===== config.mk =====
export PLATFORM = sky130hd
export DESIGN_NAME = mwc_exp_table
export DESIGN_NICKNAME = d
export VERILOG_FILES = /design/src/rtl/mwc_exp_table.sv
export SDC_FILE = /design/constraint.sdc
export NUM_CORES = 1
export LEC_CHECK = 0
export ABC_AREA = 1
export CELL_PAD_IN_SITES_DETAIL_PLACEMENT = 0
export CELL_PAD_IN_SITES_GLOBAL_PLACEMENT = 1
export CORE_MARGIN = 1
export CORE_UTILIZATION = 30
export CTS_BUF_LIST = sky130_fd_sc_hd__clkbuf_16
export DETAILED_ROUTE_END_ITERATION = 8
export PLACE_DENSITY = 0.66
export SLEW_MARGIN = 20
export SYNTH_ARGS = -nofsm -noshare
export SYNTH_HDL_FRONTEND = slang
export SYNTH_SLANG_ARGS = --single-unit

===== constraint.sdc =====
create_clock -name clk -period 3.8 [get_ports clk]
set_input_delay 0.95 -clock clk [delete_from_list [all_inputs] [get_ports clk]]
set_output_delay 0.95 -clock clk [all_outputs]
set_load 0.02 [all_outputs]

===== src/rtl/mwc_exp_table.sv =====
// Expected-write table: NUM_EXP address/data pairs, one synchronous write port,
// one asynchronous read port. Out-of-range indices neither write nor read.
module mwc_exp_table #(
   parameter int ADDR_W  = 32,
   parameter int DATA_W  = 32,
   parameter int NUM_EXP = 4,
   parameter int IDX_W   = 2,
   parameter int RD_W    = 3
) (
   input  logic              clk,
   input  logic              reset,
   input  logic              we,
   input  logic [IDX_W-1:0]  wr_idx,
   input  logic [ADDR_W-1:0] wr_addr,
   input  logic [DATA_W-1:0] wr_data,
   input  logic [RD_W-1:0]   rd_idx,
   output logic [ADDR_W-1:0] rd_addr,
   output logic [DATA_W-1:0] rd_data
);

   typedef struct packed {
      logic [ADDR_W-1:0] addr;
      logic [DATA_W-1:0] data;
   } entry_t;

   entry_t entries_q [NUM_EXP];
   entry_t rd_entry;

   // NOTE: the table is cleared by reset because a freshly reset checker must
   // compare against all-zero entries; this keeps it in flops rather than RAM.
   always_ff @(posedge clk) begin
      if (!reset) begin
         for (int i = 0; i < NUM_EXP; i++) entries_q[i] <= '0;
      end else if (we) begin
         for (int i = 0; i < NUM_EXP; i++) begin
            if (wr_idx == IDX_W'(i)) entries_q[i] <= '{addr: wr_addr, data: wr_data};
         end
      end
   end

   always_comb begin
      rd_entry = '0;
      for (int i = 0; i < NUM_EXP; i++) begin
         if (rd_idx == RD_W'(i)) rd_entry = entries_q[i];
      end
   end

   assign rd_addr = rd_entry.addr;
   assign rd_data = rd_entry.data;

endmodule


# --- Word-level counts from Yosys, hierarchy flattened ---
# Memories as Yosys holds them, arrays and structs flattened.
# Cells that the tools add are included.
# Widths: inputs -> output; s select.
word_totals:
  regBits: 0
  out_inout_bits: 64
  ramBits: 256
  mem_count: 1
memory_table:
  columns: ["name", "depth", "word_bits", "read_ports", "rd_clocked_by_memory_dff", "wr", "line_no", "rtl"]
  rows:
  - ["entries_q", 4, 64, 4, 0, 4, "26", "entry_t entries_q [NUM_EXP];"]
op_classes:
  bitwise_logic: 4
  n_reduce_logical: 2
  n_mux: 25
  n_eq_ne: 6
op_table:
  columns: ["op", "count"]
  rows:
  - ["$mux 64", 8]
  - ["$mux 1", 17]
  - ["$eq 3x2->1 const B", 2]
  - ["$eq 2x2->1 const B", 2]
  - ["$or 1x1->1", 4]
  - ["$eq 3x1->1 const B", 1]
  - ["$logic_not 3->1", 1]
  - ["$eq 2x1->1 const B", 1]
  - ["$logic_not 2->1", 1]

# --- Logic depth before layout (Yosys ltp) ---
# Gate-level depths: netlist of the first run.
depth:
  ltp_word: 6
  depth_mapped: 5

# --- Worst setup path before layout of the first run ---
# No wires, ideal clock.
synth_timing:
  kind: "input port to flip-flop"
  from: "in we"
  to: "mem entries_q[0][0] (netlist bit), enable pin"
  setup_slack_ps: 755
  setup_ps: 424
  path_stages: 3
  required_ps: 3376
  arrival_ps: 2622
  n_path_buf: 1
  cell_sequence: "buf_2 -> nand3_1 -> nand2_1"
synth_rtl:
  columns: ["item", "line_no", "rtl"]
  rows:
  - ["start: declaration", "12", "input logic we,"]
  - ["end: declaration", "26", null]

# --- Worst setup path in the final report of the first run ---
layout_timing:
  from: "in rd_idx[2]"
  to: "out rd_data[31]"
layout_via:
  elab_chain_len: 5
layout_rtl:
  columns: ["item", "line_no", "rtl"]
  rows:
  - ["start: declaration", "16", "input logic [RD_W-1:0] rd_idx,"]
  - ["$logic_not 3->1", "44", "if (rd_idx == RD_W'(i)) rd_entry = entries_q[i];"]
  - ["$mux 64 (3 in a row)", "44", null]
  - ["$mux 64 (*)", "44", null]
  - ["end: declaration", "18", "output logic [DATA_W-1:0] rd_data"]
# Every way passes the cells marked *; elsewhere a longest branch is shown, timed or not.

==> metrics.txt, run 1 <==
largest fanout on the critical path=29; P_leak=0.00519 uW; RSZ-0062 raised after global routing=false; fmax=277 MHz; Vias/cell=5.22; area of the die=0.0384 mm2; first-pass GRT wire length=50.0 mm; starting density of the core=0.307; final hold violations=0; Port Buf Inserts=135; Mapped Nets=1083; placed inst area=0.0134 mm2; utilization after layout=0.386; Setup violations, final=0; gpl congestion=0.718; clock sink count=256; register area share after synthesis=0.681; gr usage total=0.170; Worst Hold End=entries_q[2][29]; DRC Markers=0; Slew HR=0.611; flop and latch count out of synthesis=256; top cell type's share of synthesized area=0.681; Int Pwr=4970 uW; Peak VDD IR=0.000291 V; post-route insts no fill=1608; Final Cell Area=0.0142 mm2; largest cells by area after synthesis=edfxtp_1 (68%), nand4_1 (11%), nor2_1 (8.6%); share of cells above drive strength 1=0.0807; die width=196 um; io pins=136; outcome=completed; DR pass1 iterations=5; detailed placer's ending HPWL=17.7 mm; max_cap viols=0; largest reg by FF count=entries_q; DP Worst Slack=-28.1 ps; Root Buffer=clkbuf_16; First DRT Iteration DRCs=526; Detailed Route WL=32.9 mm; core area=0.0368 mm2; Die Ht=196 um; P&R area growth vs syn=25.8%; Net Sw Frac=0.246; WHS Path Cells=3; max reg flops=256; Critical Path RT=2850 ps; layout net count=1190; biggest regs=entries_q: 256 flops; kind of critical path=in -> out; Row Count=70; drt wl/cell=20.4 um; Mapped Avg Cell Area=11.2 um2; Inst Count DP=1554; Synth Warn #=0; Hold WC Path Type=in -> reg; Critical Path Start=rd_idx[2]; number of routed nets with antenna violations=0; P per Cell Area=464 mW/mm2; cells after synthesis=1011; CTS tree=done; initial antenna violation count=0; GRT overflow=0; synthesized cell area=0.0113 mm2; Worst-Margin Slew=583 ps; part of the power in the clock network=0.373; # diodes=0; crit end category=output port; number of distinct library cells after synthesis=13; vias=8398; largest net degree at the start of global routing=72; clock slew at reported path FFs=60 ps; hold_buf cts=0; Hold Startpoint=wr_data[29]; total CTS buffers=28; commonest non-fill, non-tap cell in the layout=nor2_1; min Tclk post-route=3610 ps; CTS max path bufs=3; most frequent cells in the layout=nor2_1 (257), edfxtp_1 (256), nand4_1 (192); net switching power=1620 uW; sequential power share=0.512; total power=6590 uW; Comb power frac=0.115; CP arrival=2660 ps; number of global-route vias before repair=8518; leading area contributor after synthesis=edfxtp_1; Final Cycle Share=0.949; final worst slack=193 ps; Max Slew Vio Count=0; H-Tree Depth=1; CP Launch Type=input pin
[per-stage QoR]
| step | TNS (ps) | hold WS [ps] |
|---|---|---|
| floorplan | 0 | 1190 |
| global placement | -262 | 1570 |
| detailed placement | -132 | 1570 |
| CTS | 0 | 1100 |
| global route | 0 | 1140 |
| finish | 0 | 1130 |
[worst max-delay path: stages]
cell and delay, ps:
dlygate4sd2_1 340, nor2_4 220, buf_12 230, nand3_1 90, nand4_1 170, clkdlybuf4s50_1 630
[kinds of logic after synthesis]
kind of cell / after synthesis / share of synthesized area
AND/OR/NAND/NOR: 591 / 0.258
buffers and inverters: 164 / 0.0612
flip-flops: 256 / 0.681
[synthesized netlist by cell type]
cell type / number
nor2_4: 1
edfxtp_1: 256
buf_2: 60
nor2_1: 258
inv_1: 66
inv_2: 3
nand4_2: 3
buf_1: 10
nand4_4: 1
nand4_1: 192
nand3_1: 131
nand2_1: 5
clkbuf_1: 25
[power by group through the flow]
| stage | registers [uW] | logic [uW] | clock network [uW] |
|---|---|---|---|
| finish | 3370 | 755 | 2460 |
| global route | 3390 | 812 | 2610 |
| CTS | 3380 | 770 | 2510 |
| detailed placement | 3430 | 769 | 0 |
| global placement | 3430 | 765 | 0 |
| floorplan | 3430 | 368 | 0 |
[worst max-delay path by stage]
stage | cells past startpoint | endpoint
global route | 6 | rd_data[31]
CTS | 6 | rd_data[2]
detailed placement | 6 | rd_data[22]
global placement | 6 | rd_data[31]
finish | 6 | rd_data[31]
floorplan | 3 | entries_q[0][0]
[cell type report]
cell class / instances / area (um2)
Inverter: 69 / 265
Clock inverter: 23 / 103
Tap cell: 468 / 586
Clock buffer: 29 / 726
Timing Repair inverter: 1 / 3.75
Fill cell: 3562 / 22600
Timing Repair Buffer: 171 / 1860
Sequential cell: 256 / 7690
Multi-Input combinational cell: 591 / 2980
[routing by layer]
metal / wire [um] / vias up / track usage
met5: 0 / - / 0
met3: 1550 / 40 / 0.0213
met4: 511 / 0 / 0.0376
li1: - / 3917 / -
met1: 15000 / 4206 / 0.237
met2: 15800 / 235 / 0.282
[repair_timing]
item | in CTS | in global routing
endpoints found under the setup margin | 22 | 0
setup buffers | 1 | 0
resized for setup | 5 | 0
Power figures use the tool's default switching activity.
==> inputs of run 2 (changes only) <==
--- a/config.mk
+++ b/config.mk
@@ -6,11 +6,13 @@
 export NUM_CORES = 1
 export LEC_CHECK = 0
 export ABC_AREA = 1
+export ABC_CLOCK_PERIOD_IN_PS = 3800
 export CELL_PAD_IN_SITES_DETAIL_PLACEMENT = 0
 export CELL_PAD_IN_SITES_GLOBAL_PLACEMENT = 1
 export CORE_MARGIN = 1
 export CORE_UTILIZATION = 30
 export CTS_BUF_LIST = sky130_fd_sc_hd__clkbuf_16
+export CTS_CLUSTER_SIZE = 25
 export DETAILED_ROUTE_END_ITERATION = 8
 export PLACE_DENSITY = 0.66
 export SLEW_MARGIN = 20
==> results of run 2 <==
Same layout as run 1: the final DEF is identical, and so are final timing and power.
